### config.mk
export PLATFORM = sky130hd
export DESIGN_NAME = lcd_frame_driver
export DESIGN_NICKNAME = d
export VERILOG_FILES = /design/src/rtl/lcd_pkg.sv /design/src/rtl/lcd_nibble_tx.sv /design/src/rtl/lcd_frame_driver.sv
export SDC_FILE = /design/constraint.sdc
export NUM_CORES = 1
export LEC_CHECK = 0
export ABC_AREA = 1
export BUFFER_PORTS_ARGS = -buffer_cell sky130_fd_sc_hd__clkbuf_2
export CORE_MARGIN = 2
export CORE_UTILIZATION = 40
export CTS_CLUSTER_DIAMETER = 100
export CTS_CLUSTER_SIZE = 24
export DETAILED_ROUTE_END_ITERATION = 6
export PLACE_DENSITY = 0.58
export SETUP_SLACK_MARGIN = 0.5
export SYNTH_ARGS = -nofsm -noshare
export SYNTH_HDL_FRONTEND = slang
export SYNTH_SLANG_ARGS = --single-unit
### constraint.sdc
create_clock -name clk -period 2.3 [get_ports clk]
set_input_delay 0.46 -clock clk [delete_from_list [all_inputs] [get_ports clk]]
set_output_delay 0.46 -clock clk [all_outputs]
set_load 0.1 [all_outputs]
### src/rtl/lcd_pkg.sv
// rtl/lcd_pkg.sv - shared states, commands and default timing for the HD44780 frame driver
package lcd_pkg;

  // Sequencer states
  typedef enum logic [2:0] {
    PWRUP,
    INIT,
    CFG,
    IDLE,
    ADDR1,
    LINE1,
    ADDR2,
    LINE2
  } lcd_state_t;

  // Per-item phase inside a sequencer state (one nibble or one byte plus its post-wait)
  typedef enum logic [2:0] {
    PH_HI,
    PH_HI_WAIT,
    PH_GAP,
    PH_LO,
    PH_LO_WAIT,
    PH_POST
  } lcd_phase_t;

  // Nibble transmitter states
  typedef enum logic [1:0] {
    TX_IDLE,
    TX_SETUP,
    TX_PULSE,
    TX_HOLD
  } tx_state_t;

  // Panel command bytes
  localparam logic [7:0] CMD_FUNC   = 8'h28;
  localparam logic [7:0] CMD_ENTRY  = 8'h06;
  localparam logic [7:0] CMD_DISPON = 8'h0C;
  localparam logic [7:0] CMD_CLR    = 8'h01;
  localparam logic [7:0] CMD_L1     = 8'h80;
  localparam logic [7:0] CMD_L2     = 8'hC0;

  // Default timing at 50 MHz, in clock cycles
  localparam int unsigned DEF_T_PWRUP = 750000;
  localparam int unsigned DEF_T_INIT1 = 205000;
  localparam int unsigned DEF_T_INIT2 = 5000;
  localparam int unsigned DEF_T_CMD   = 2000;
  localparam int unsigned DEF_T_CLR   = 82000;
  localparam int unsigned DEF_T_EPW   = 12;
  localparam int unsigned DEF_T_NGAP  = 50;

  // Only the two line states carry character data (RS=1)
  function automatic logic is_char_state(input lcd_state_t st);
    return (st == LINE1) || (st == LINE2);
  endfunction

endpackage

### src/rtl/lcd_nibble_tx.sv
// rtl/lcd_nibble_tx.sv - one 4-bit LCD write: data setup, E strobe, hold, done pulse
module lcd_nibble_tx
  import lcd_pkg::*;
#(
  parameter int unsigned T_EPW = DEF_T_EPW
) (
  input  logic       clk,
  input  logic       reset_n,
  input  logic       i_start,
  input  logic [3:0] i_nibble,
  input  logic       i_rs,
  output logic [3:0] o_d,
  output logic       o_e,
  output logic       o_rs,
  output logic       o_done
);

  tx_state_t  r_st;
  logic [7:0] r_cnt;
  logic [3:0] r_d;
  logic       r_e;
  logic       r_rs;
  logic       r_done;

  // Data/RS settle two cycles, E high T_EPW cycles, one low hold cycle, then bus returns to 0
  always_ff @(posedge clk or negedge reset_n) begin
    if (!reset_n) begin
      r_st   <= TX_IDLE;
      r_cnt  <= '0;
      r_d    <= '0;
      r_e    <= 1'b0;
      r_rs   <= 1'b0;
      r_done <= 1'b0;
    end else begin
      r_done <= 1'b0;
      case (r_st)
        TX_IDLE: begin
          if (i_start) begin
            r_d   <= i_nibble;
            r_rs  <= i_rs;
            r_cnt <= 8'd1;
            r_st  <= TX_SETUP;
          end
        end
        TX_SETUP: begin
          if (r_cnt == 8'd0) begin
            r_e   <= 1'b1;
            r_cnt <= 8'(T_EPW - 1);
            r_st  <= TX_PULSE;
          end else begin
            r_cnt <= r_cnt - 8'd1;
          end
        end
        TX_PULSE: begin
          if (r_cnt == 8'd0) begin
            r_e  <= 1'b0;
            r_st <= TX_HOLD;
          end else begin
            r_cnt <= r_cnt - 8'd1;
          end
        end
        TX_HOLD: begin
          r_d    <= '0;
          r_rs   <= 1'b0;
          r_done <= 1'b1;
          r_st   <= TX_IDLE;
        end
        default: r_st <= TX_IDLE;
      endcase
    end
  end

  assign o_d    = r_d;
  assign o_e    = r_e;
  assign o_rs   = r_rs;
  assign o_done = r_done;

endmodule

### src/rtl/lcd_frame_driver.sv
// rtl/lcd_frame_driver.sv - 2x16 frame buffer, HD44780 init sequence and repaint streamer
module lcd_frame_driver
  import lcd_pkg::*;
#(
  parameter int unsigned T_PWRUP = DEF_T_PWRUP,
  parameter int unsigned T_INIT1 = DEF_T_INIT1,
  parameter int unsigned T_INIT2 = DEF_T_INIT2,
  parameter int unsigned T_CMD   = DEF_T_CMD,
  parameter int unsigned T_CLR   = DEF_T_CLR,
  parameter int unsigned T_EPW   = DEF_T_EPW,
  parameter int unsigned T_NGAP  = DEF_T_NGAP
) (
  input  logic       clk,
  input  logic       reset_n,
  input  logic [7:0] dat,
  input  logic [4:0] addr,
  input  logic       we,
  input  logic       repaint,
  output logic       busy,
  output logic [3:0] SF_D,
  output logic       LCD_E,
  output logic       LCD_RS
);

  logic [7:0]  r_buf [32];
  lcd_state_t  r_state;
  lcd_phase_t  r_phase;
  logic [3:0]  r_idx;
  logic [19:0] r_wait;
  logic        r_pending;
  logic        r_busy;
  logic        r_start;
  logic [3:0]  r_nib;
  logic        r_rs;
  logic [7:0]  r_byte;

  logic [7:0]  w_byte;
  logic [19:0] w_post;
  logic        w_rs;
  logic        w_done;

  // Frame buffer: write port is independent of the sequencer, reset fills it with spaces
  always_ff @(posedge clk or negedge reset_n) begin
    if (!reset_n) begin
      for (int i = 0; i < 32; i++) r_buf[i] <= 8'h20;
    end else if (we) begin
      r_buf[addr] <= dat;
    end
  end

  // Byte to send and its post-wait for the current state/index
  always_comb begin
    w_byte = 8'h00;
    w_post = 20'(T_CMD);
    case (r_state)
      INIT: begin
        w_byte = (r_idx == 4'd3) ? 8'h02 : 8'h03;
        if (r_idx == 4'd0)      w_post = 20'(T_INIT1);
        else if (r_idx == 4'd1) w_post = 20'(T_INIT2);
      end
      CFG: begin
        case (r_idx[1:0])
          2'd0:    w_byte = CMD_FUNC;
          2'd1:    w_byte = CMD_ENTRY;
          2'd2:    w_byte = CMD_DISPON;
          default: begin
            w_byte = CMD_CLR;
            w_post = 20'(T_CLR);
          end
        endcase
      end
      ADDR1:   w_byte = CMD_L1;
      LINE1:   w_byte = r_buf[{1'b0, r_idx}];
      ADDR2:   w_byte = CMD_L2;
      LINE2:   w_byte = r_buf[{1'b1, r_idx}];
      default: w_byte = 8'h00;
    endcase
  end

  assign w_rs = is_char_state(r_state);

  // Sequencer: power-up wait, init nibbles, config bytes, then address + line streaming
  always_ff @(posedge clk or negedge reset_n) begin
    if (!reset_n) begin
      r_state   <= PWRUP;
      r_phase   <= PH_HI;
      r_idx     <= '0;
      r_wait    <= 20'(T_PWRUP);
      r_pending <= 1'b0;
      r_busy    <= 1'b1;
      r_start   <= 1'b0;
      r_nib     <= '0;
      r_rs      <= 1'b0;
      r_byte    <= '0;
    end else begin
      r_start <= 1'b0;
      // Any repaint outside IDLE collapses into the single pending flag
      if (repaint && (r_state != IDLE)) r_pending <= 1'b1;
      case (r_state)
        PWRUP: begin
          if (r_wait == '0) begin
            r_state <= INIT;
            r_idx   <= '0;
            r_phase <= PH_HI;
          end else begin
            r_wait <= r_wait - 20'd1;
          end
        end
        IDLE: begin
          if (r_pending || repaint) begin
            r_state   <= ADDR1;
            r_phase   <= PH_HI;
            r_pending <= 1'b0;
            r_busy    <= 1'b1;
          end
        end
        default: begin
          case (r_phase)
            PH_HI: begin
              r_byte  <= w_byte;
              r_rs    <= w_rs;
              r_nib   <= (r_state == INIT) ? w_byte[3:0] : w_byte[7:4];
              r_start <= 1'b1;
              r_phase <= PH_HI_WAIT;
            end
            PH_HI_WAIT: begin
              if (w_done) begin
                if (r_state == INIT) begin
                  r_wait  <= w_post;
                  r_phase <= PH_POST;
                end else begin
                  r_wait  <= 20'(T_NGAP);
                  r_phase <= PH_GAP;
                end
              end
            end
            PH_GAP: begin
              if (r_wait == '0) r_phase <= PH_LO;
              else              r_wait  <= r_wait - 20'd1;
            end
            PH_LO: begin
              r_nib   <= r_byte[3:0];
              r_start <= 1'b1;
              r_phase <= PH_LO_WAIT;
            end
            PH_LO_WAIT: begin
              if (w_done) begin
                r_wait  <= w_post;
                r_phase <= PH_POST;
              end
            end
            PH_POST: begin
              if (r_wait != '0) begin
                r_wait <= r_wait - 20'd1;
              end else begin
                r_phase <= PH_HI;
                case (r_state)
                  INIT: begin
                    if (r_idx == 4'd3) begin
                      r_state <= CFG;
                      r_idx   <= '0;
                    end else begin
                      r_idx <= r_idx + 4'd1;
                    end
                  end
                  CFG: begin
                    if (r_idx == 4'd3) begin
                      r_state <= IDLE;
                      r_idx   <= '0;
                      r_busy  <= r_pending || repaint;
                    end else begin
                      r_idx <= r_idx + 4'd1;
                    end
                  end
                  ADDR1: begin
                    r_state <= LINE1;
                    r_idx   <= '0;
                  end
                  LINE1: begin
                    if (r_idx == 4'd15) begin
                      r_state <= ADDR2;
                      r_idx   <= '0;
                    end else begin
                      r_idx <= r_idx + 4'd1;
                    end
                  end
                  ADDR2: begin
                    r_state <= LINE2;
                    r_idx   <= '0;
                  end
                  LINE2: begin
                    if (r_idx == 4'd15) begin
                      r_idx <= '0;
                      // A repaint landing on the final cycle still earns another pass
                      if (r_pending || repaint) begin
                        r_state   <= ADDR1;
                        r_pending <= 1'b0;
                      end else begin
                        r_state <= IDLE;
                        r_busy  <= 1'b0;
                      end
                    end else begin
                      r_idx <= r_idx + 4'd1;
                    end
                  end
                  default: r_state <= IDLE;
                endcase
              end
            end
            default: r_phase <= PH_HI;
          endcase
        end
      endcase
    end
  end

  assign busy = r_busy;

  lcd_nibble_tx #(
    .T_EPW (T_EPW)
  ) u_tx (
    .clk      (clk),
    .reset_n  (reset_n),
    .i_start  (r_start),
    .i_nibble (r_nib),
    .i_rs     (r_rs),
    .o_d      (SF_D),
    .o_e      (LCD_E),
    .o_rs     (LCD_RS),
    .o_done   (w_done)
  );

endmodule
==> results of run 1 <==
how the worst max path moves through the flow:
stage | end | slack [ns] | cells after the start
3_3_place_gp | r_wait[2] | 0.20 | 9
5_1_grt | r_byte[3] | 0.24 | 15
3_5_place_dp | r_wait[2] | 0.16 | 9
4_1_cts | r_nib[2] | 0.38 | 14
2_1_floorplan | r_wait[9] | 0.53 | 14
6_report | r_byte[2] | 0.33 | 11
flip-flops by register name (all words and copies together), names as in the netlist:
register	cells
r_buf	256
r_wait	20
u_tx.r_cnt	8
r_byte	4
r_idx	4
r_nib	4
u_tx.o_d	4
r_phase	3
r_state	3
u_tx.r_st	2
busy	1
r_pending	1
r_rs	1
r_start	1
u_tx.o_done	1
u_tx.o_e	1
u_tx.o_rs	1
per-layer routing:
layer  global-route usage, %  vias to the layer above  wire (um)
met4                    4.28                        2        959
met3                    2.76                       55       2550
met5                       0                        -         13
met2                    36.1                      351      21700
li1                        -                     6790          -
met1                    32.5                     6867      22200
final cells by class:
cell class              count  area [um2]
inverters                 143         574
clock inverters             3        33.8
clock buffers              27         473
repair inverters            2        28.8
fillers                  3865       20100
multi-input cells        1474        7520
repair buffers            143        1620
well taps                 518         648
flip-flops and latches    315        7950
power by group:
| part | internal (W) | switching, W | total, W | leakage (nW) |
|---|---|---|---|---|
| registers | 0.00646 | 0.000452 | 0.00691 | 3.96 |
| logic | 0.000629 | 0.000988 | 0.00162 | 4.52 |
| clock network | 0.00146 | 0.00194 | 0.00340 | 0.243 |
| total | 0.00855 | 0.00338 | 0.0119 | 8.72 |
metrics by stage:
stage	total power [W]	hold WS, ns
final	0.0119	0.155
after global routing	0.0126	0.157
after CTS	0.0120	0.140
after detailed placement	0.00854	0.389
after global placement	0.00846	0.393
after floorplan	0.00794	0.164
worst max-delay path: stages, from the launching register on:
cell       delay (ns)
dfrtp_4          0.59
buf_12           0.19
buf_4            0.14
clkbuf_16        0.17
nor2_1           0.11
o22ai_1          0.11
nand2_1          0.15
nand3_2          0.12
nand2_1          0.08
nand3_1          0.08
nand2_1          0.07
nand2_1          0.04
layout by cell type, fill, tap and decap left out, types with 18 or more instances in the layout:
cell type and n:
nand3_1 69, o21ai_1 79, dfstp_2 43, nor2_2 29
dfrtp_1 264, nand2_1 508, buf_4 84, o21ai_0 329
o211ai_1 34, nand2_2 38, nor2_4 22, o22ai_1 19
nand3_2 18, inv_1 117, nor2_1 197, inv_2 18
o21ai_2 21, clkbuf_16 25
Yosys cell counts, drive strengths merged:
cell type | instances | share of area (%)
a211oi | 1 | 0.047
a21oi | 20 | 0.70
a221oi | 1 | 0.055
a22oi | 2 | 0.095
and2 | 2 | 0.079
buf | 39 | 1.3
clkbuf | 73 | 1.7
clkinv | 1 | 0.024
dfrtp | 272 | 43
dfstp | 43 | 7.1
ha | 13 | 1.0
inv | 142 | 3.4
nand2 | 548 | 13
nand3 | 90 | 2.9
nand3b | 2 | 0.095
nand4 | 12 | 0.47
nor2 | 248 | 6.0
nor3 | 26 | 1.4
nor3b | 2 | 0.095
nor4 | 3 | 0.31
o2111ai | 1 | 0.055
o211ai | 34 | 1.6
o21a | 1 | 0.047
o21ai | 430 | 14
o21bai | 1 | 0.047
o22ai | 20 | 0.79
o311ai | 1 | 0.055
o31ai | 2 | 0.095
or2 | 1 | 0.039
xor2 | 13 | 0.72
timing repair:
| action | in CTS | in global routing |
|---|---|---|
| cloned | 9 | 8 |
| endpoints found under the setup margin | 49 | 45 |
| pin swaps | 35 | 55 |
| resized for setup | 133 | 145 |
| setup buffers | 15 | 28 |
| hold endpoints to repair | 33 | 0 |
| hold buffers | 1 | 0 |
cell families (layout without fill, tap and decap cells):
logic type | Yosys count | in the layout | share of synthesized area, %
AND/OR/NAND/NOR | 934 | 934 | 24.4
AO/OA/AOI/OAI | 514 | 514 | 17.4
adder cells (fa/ha/maj) | 13 | 13 | 1.02
XOR/XNOR | 13 | 13 | 0.717
buffers and inverters | 255 | 318 | 6.41
flip-flops | 315 | 315 | 50.0
==> impl_metrics.tcl, run 1 <==
set metrics [dict create \
    run_status "complete, no violations" \
    ant_nets 0 \
    min_from "dat[3]" \
    worstSkewPairLatency_ns 0.53 \
    post_dp_cell_area_mm2 0.0168 \
    wl_per_cell_um 18.1 \
    tightest_slew_ns 0.652 \
    hold_viol_final 0 \
    skew_ns 0.0241 \
    fmax_mhz 508 \
    grt_overflow 0 \
    cp_data_required_time_ns 2.73 \
    layout_min_cycle_time_ns 1.97 \
    fp.dieArea_mm2 0.0413 \
    reg2reg_slack_ns 0.33 \
    start_util_pct 40.8 \
    ys_seq_area_share_pct 50.0 \
    clkTransAtPathRegs_ns 0.11 \
    synth.cell_area_mm2 0.0159 \
    cts_tree "done" \
    place_congestion 0.865 \
    htree_levels 1 \
    r2r-end "r_byte[2]" \
    vdd_drop_max_mv 0.507 \
    ioPinCount 24 \
    worst_ep_arrival_time_ns 2.40 \
    dr.first_iter.drc_count 1143 \
    layout.nets 2126 \
    vias 14065 \
    reg2reg_depth 11 \
    numPortBuffers 23 \
    die_y_um 203 \
    startpoint "r_idx[0]" \
    syn_nets 2074 \
    final_area_mm2 0.0189 \
    whs_endpoint "r_buf[131]" \
    grt_max_degree 78 \
    worstHoldPathCells 3 \
    antenna_found_initial 1 \
    rsz0062_at_grt "true" \
    grt_pass1_wl_um 74400 \
    crit_type "register to register" \
    ys_ff_latch 315 \
    synth.avg_cell_area_um2 7.77 \
    p_per_area_mw_per_mm2 633 \
    place_inst 2534 \
    yosys_warnings 0 \
    fp.dieW_um 203 \
    hold_path.class "input port to register" \
    post-place-ws_ns 0.163 \
    min_period_over_period_pct 85.6 \
    worst_setup_path_start_kind "register" \
    cts_buffers 17 \
    routed_wl_um 47400 \
    drive_gt1_share_pct 19.5 \
    drc 0 \
    final_max_slew_viol_count 0 \
    n_antenna_cell 0 \
    syn_to_final_growth_pct 18.7 \
    fp.coreArea_mm2 0.0389 \
    hpwl_um 28700 \
    finalSetupViolCount 0 \
    rows 72 \
    maxCapViolations 0 \
    post-route-util_pct 48.4 \
    leakage_nw 8.72 \
    post_drt_via_cell_ratio 5.36 \
    grt_pass1_vias 13357 \
    dr.pass1.iters 5 \
    timing.rr.start "r_idx[0]" \
    finalSetupTns_ns 0 \
    cp-end-kind "register" \
    final_cell_count_no_fill 2625 \
    synth_cells 2044 \
    maxSlewHeadroom_pct 56.4 \
    crit_fanout 16 \
    synth_cell_types 46 \
    ctsLongestPathBuffers 3 \
    fin_ws_ns 0.331 \
    grt_util_all_layers_pct 22.4 \
    clock-sinks 315 \
    cts_root_buffer "clkbuf_16" \
]
No activity file was read; power rests on OpenSTA's default activity.
==> inputs of run 2 (changes only) <==
Settings changed: CELL_PAD_IN_SITES_DETAIL_PLACEMENT from default to 1, CELL_PAD_IN_SITES_GLOBAL_PLACEMENT from default to 1, PLACE_DENSITY 0.58 to 0.72.
==> run 2 against run 1 <==
- utilization up 0.97 points
- highest routed layer is now met4
- global-route usage up 2.9 points
- critical endpoint is now r_byte[0]
- via count up 3.4%
- clock power up 7.1%
- power up 3.0%
- sequential share of layout area down 0.84 points
- critical path depth down 1
- clock-buffer cell count down 1
- worst hold slack worse by 0.025 ns
==> impl_metrics.tcl, run 2 (synthesis gave the netlist of run 1 again) <==
set metrics [dict create \
    run_status "complete, no violations" \
    crit_fanout 19 \
    grt_pass1_vias 14761 \
    grt_util_all_layers_pct 25.3 \
    crit_type "register to register" \
    maxSlewHeadroom_pct 51.8 \
    routed_wl_um 54600 \
    finalSetupViolCount 0 \
    slowest_delay_ns 0.54 \
    hpwl_um 32300 \
    die_y_um 203 \
    start_util_pct 40.8 \
    critPathMostFrequentCell "nand2_1" \
    dr.first_iter.drc_count 1179 \
    post_dp_cell_area_mm2 0.0168 \
    critical-path-top-delay-family "simple AND/OR/NAND/NOR gates" \
    fp.dieArea_mm2 0.0413 \
    tightest_slew_ns 0.720 \
    num-fill-cells 4683 \
    vdd_drop_max_mv 0.550 \
    slowest_stage "dfrtp_4" \
    hold_path.class "input port to register" \
    worst_ep_arrival_time_ns 2.48 \
    finalSetupTns_ns 0 \
    fp.dieW_um 203 \
    cts_buffers 18 \
    top_register "r_buf" \
    mostFrequentLayoutCells "nand2_1, o21ai_0, dfrtp_1" \
    fmax_mhz 505 \
    worst_setup_path_start_kind "register" \
    dr.pass1.iters 5 \
    grt_max_degree 65 \
    post_drt_via_cell_ratio 5.49 \
    worstSkewPairLatency_ns 0.55 \
    min_period_over_period_pct 86.1 \
    cp_data_required_time_ns 2.80 \
    place_congestion 0.885 \
    p_total_w 0.0123 \
    drc 0 \
    clock-sinks 315 \
    n_antenna_cell 0 \
    rows 72 \
    path_cells "buf_6, buf_12, o21ai_1, o211ai_1, nand3_2, nand3_4, nand2_1, nand3_2, nand2_1, nand2_1" \
    final_area_mm2 0.0192 \
    clkTransAtPathRegs_ns 0.11 \
    multi_input_area_mm2 0.00761 \
    vias 14537 \
    final_max_slew_viol_count 0 \
    largest_reg_flops 256 \
    cts_root_buffer "clkbuf_16" \
    rsz0062_at_grt "true" \
    grt_overflow 0 \
    ant_nets 0 \
    layout_min_cycle_time_ns 1.98 \
    grt_pass1_wl_um 83100 \
    worst-path-buf-inv 2 \
    hold_viol_final 0 \
    leakage_nw 8.96 \
    wl_per_cell_um 20.6 \
    syn_to_final_growth_pct 21.1 \
    antenna_found_initial 0 \
    ctsLongestPathBuffers 3 \
    maxCapViolations 0 \
    ioPinCount 24 \
    post-route-util_pct 49.4 \
    seq_area_mm2 0.00795 \
    final_common_cell "nand2_1" \
    numPortBuffers 23 \
    cts_tree "done" \
    reg_top3 "r_buf: 256 flops, r_wait: 20 flops, u_tx.r_cnt: 8 flops" \
    cp-end-kind "register" \
    skew_ns 0.0239 \
    htree_levels 1 \
    fp.coreArea_mm2 0.0389 \
    p_per_area_mw_per_mm2 639 \
    drive_gt1_share_pct 21.1 \
    layout.nets 2149 \
]
==> run 2: path summary, 6_finish.rpt <==
check / startpoint / to / slack, ns / cells past startpoint
max in group asynchronous: reset_n / r_buf[253] / 1.09 / 3
setup / recovery: r_idx[0] / r_byte[0] / 0.32 / 10
min in group asynchronous: reset_n / r_wait[0] / 0.41 / 2
hold / removal: dat[2] / r_buf[130] / 0.13 / 3
hold reg to reg: r_buf[21] / r_buf[21] / 0.49 / 2
setup reg to reg: r_idx[0] / r_byte[0] / 0.32 / 10
==> run 2: cell type report <==
class | instances | share of cell area [%]
Timing Repair Buffer | 166 | 9.77
Multi-Input combinational cell | 1474 | 39.6
Timing Repair inverter | 1 | 0.0586
Clock buffer | 26 | 2.55
Inverter | 143 | 2.99
Clock inverter | 5 | 0.345
Sequential cell | 315 | 41.3
Tap cell | 518 | 3.37
==> run 2: power by group <==
group          switching (W)  total [W]  leakage, nW  internal, W
registers           0.000482    0.00694         3.96      0.00646
clock network        0.00208    0.00364        0.269      0.00156
logic                0.00106    0.00171         4.73     0.000644
==> run 2: through the flow <==
stage	hold WS (ns)	cells	worst slack, ns
2_1_floorplan	0.164	2044	0.527
3_3_place_gp	0.409	2528	-0.117
3_5_place_dp	0.404	2528	-0.112
4_1_cts	0.101	2603	0.321
5_1_grt	0.132	2648	0.235
6_report	0.129	2648	0.320
==> run 2: routing by layer <==
metal,up-vias,global-route usage (%),share of wire [%]
met5,-,0,0
met3,65,2.41,3.4
li1,6834,-,-
met2,264,42.8,48
met1,7374,35.3,46
met4,0,5.55,2.2
==> run 2: repair_timing <==
| action | 4_1_cts | 5_1_grt |
|---|---|---|
| buffers inserted | 38 | 31 |
| pin swaps | 22 | 80 |
| endpoints found under the setup margin | 50 | 49 |
| cloned | 5 | 14 |
| resized for setup | 96 | 212 |
| hold endpoints to repair | 30 | 0 |
| hold buffers | 1 | 0 |
==> run 2: worst min-delay path: cells and delay by family <==
kind	cells	cell delay, ns
compound gates	1	0.06
buf+inv	1	0.09
simple gates	1	0.04
==> inputs of run 3 (changes only) <==
Settings changed: HOLD_SLACK_MARGIN from default to 0.15.
==> run 3 against run 2 <==
- combinational power is essentially flat
- sequential cell count unchanged
- global-route usage barely moved
- highest routed layer unchanged
- critical path type unchanged
- cell count increased by 0.19%
==> impl_metrics.tcl, run 3 (synthesis gave the netlist of run 1 again) <==
set metrics [dict create \
    worst_ep_arrival_time_ns 2.40 \
    rows 72 \
    layout.nets 2154 \
    reg2reg_slack_ns 0.34 \
    p_per_area_mw_per_mm2 637 \
    maxUsedRoutingLayer "met4" \
    fmax_mhz 510 \
    crit_type "register to register" \
    maxSlewHeadroom_pct 55.1 \
    cts_tree "done" \
    antenna_found_initial 0 \
    min_from "dat[0]" \
    cp-end-kind "register" \
    grt_pass1_wl_um 83100 \
    crit_fanout 7 \
    syn_to_final_growth_pct 21.4 \
    post-route-util_pct 49.5 \
    grt_pass1_vias 14765 \
    fp.dieW_um 203 \
    grt_max_degree 65 \
    skew_ns 0.0241 \
    n_antenna_cell 0 \
    finalSetupViolCount 0 \
    post_dp_cell_area_mm2 0.0168 \
    min_period_over_period_pct 85.3 \
    numPortBuffers 23 \
    clkTransAtPathRegs_ns 0.10 \
    worst_setup_path_start_kind "register" \
    routed_wl_um 54500 \
    cts_buffers 18 \
    num-fill-cells 4679 \
    timing.rr.start "r_wait[0]" \
    r2r-end "r_idx[2]" \
    wl_met1_um 25000 \
    reg2reg_depth 9 \
    place_congestion 0.885 \
    hold_viol_final 0 \
    leakage_nw 8.98 \
    place_inst 2528 \
    final_max_slew_viol_count 0 \
    hold_path.class "input port to register" \
    mostFrequentLayoutCells "nand2_1, o21ai_0, dfrtp_1" \
    cp_data_required_time_ns 2.74 \
    dr_wl_met2_um 26300 \
    final_common_cell "nand2_1" \
    cts_root_buffer "clkbuf_16" \
    vdd_drop_max_mv 0.555 \
    grt_overflow 0 \
    clock-sinks 315 \
    wl_met3_um 2080 \
    ctsLongestPathBuffers 3 \
    hpwl_um 32300 \
    grt_util_all_layers_pct 25.3 \
    maxCapViolations 0 \
    htree_levels 1 \
    final_cell_count_no_fill 2653 \
    run_status "complete, no violations" \
    final_area_mm2 0.0193 \
    post_drt_via_cell_ratio 5.49 \
    path_cells "inv_2, ha_4, nand2_4, nor3_4, nand3_4, buf_12, nor3_4, buf_4, a22oi_2" \
    rsz0062_at_grt "true" \
    die_y_um 203 \
    drive_gt1_share_pct 21.1 \
    whs_endpoint "r_buf[128]" \
    dr.first_iter.drc_count 1091 \
    drc 0 \
    ioPinCount 24 \
    top_register "r_buf" \
    ant_nets 0 \
    fp.coreArea_mm2 0.0389 \
    dr.pass1.iters 5 \
    holdWs_ns 0.170 \
    worstSkewPairLatency_ns 0.55 \
    start_util_pct 40.8 \
    wl_per_cell_um 20.5 \
    largest_reg_flops 256 \
    tightest_slew_ns 0.671 \
    reg_top3 "r_buf: 256 flops, r_wait: 20 flops, u_tx.r_cnt: 8 flops" \
    critPathMostFrequentCell "nor3_4" \
    slowest_delay_ns 0.41 \
    worstHoldPathCells 3 \
    fp.dieArea_mm2 0.0413 \
    vias 14561 \
    layout_min_cycle_time_ns 1.96 \
    slowest_stage "dfrtp_1" \
]
run 3: cell types whose count changed in the layout (fill, tap and decap cells not counted):
| cell | delta |
|---|---|
| dlygate4sd3_1 | +5 |
run 3: worst max-delay path by stage:
stage          startpoint  slack [ns]  cells after the start        end
2_1_floorplan    r_idx[0]        0.53                     14  r_wait[9]
6_report        r_wait[0]        0.34                      9   r_idx[2]
4_1_cts          r_idx[0]        0.32                     14  r_byte[2]
3_3_place_gp   r_state[2]       -0.12                      9  r_byte[1]
5_1_grt          r_idx[0]        0.24                     13   r_nib[0]
3_5_place_dp   r_state[2]       -0.11                      9  r_byte[1]
run 3: timing repair:
action,4_1_cts,5_1_grt
endpoints found under the setup margin,50,49
pin swaps,22,80
hold buffers,6,0
resized for setup,96,212
gates cloned,5,14
hold endpoints to repair,38,0
setup buffers,38,31
run 3: stage by stage:
stage | TNS, ns | setup WS [ns] | power (W)
floorplan | 0 | 0.527 | 0.00794
global placement | -0.117 | -0.117 | 0.00849
detailed placement | -0.112 | -0.112 | 0.00861
CTS | 0 | 0.321 | 0.0123
global route | 0 | 0.235 | 0.0130
finish | 0 | 0.337 | 0.0123
run 3: per-layer routing:
layer	vias up	global-route usage (%)
met5	-	0
met4	0	5.55
met3	61	2.41
met2	268	42.7
met1	7378	35.4
li1	6854	-
run 3: where the power goes:
group	leakage [nW]	internal (W)	total, W	switching [W]
registers	3.96	0.00646	0.00694	0.000483
logic	4.75	0.000650	0.00171	0.00106
clock network	0.269	0.00156	0.00363	0.00208
total	8.98	0.00866	0.0123	0.00362
run 3: worst max-delay path: cells and delay by family, from the launching register on:
family / cells / cell delay (ns)
AO/OA/AOI/OAI: 1 / 0.06
adder cells (fa/ha/maj): 1 / 0.18
flip-flops: 1 / 0.41
AND/OR/NAND/NOR: 4 / 0.74
buffers and inverters: 3 / 0.47
run 3: final cells by class:
class                           count  area [um2]  area share, %
Inverter                          143         574           2.98
Timing Repair Buffer              171        1930           10.0
Multi-Input combinational cell   1474        7610           39.5
Tap cell                          518         648           3.36
Sequential cell                   315        7950           41.2
Timing Repair inverter              1        11.3         0.0584
Clock inverter                      5        66.3          0.344
Clock buffer                       26         490           2.54
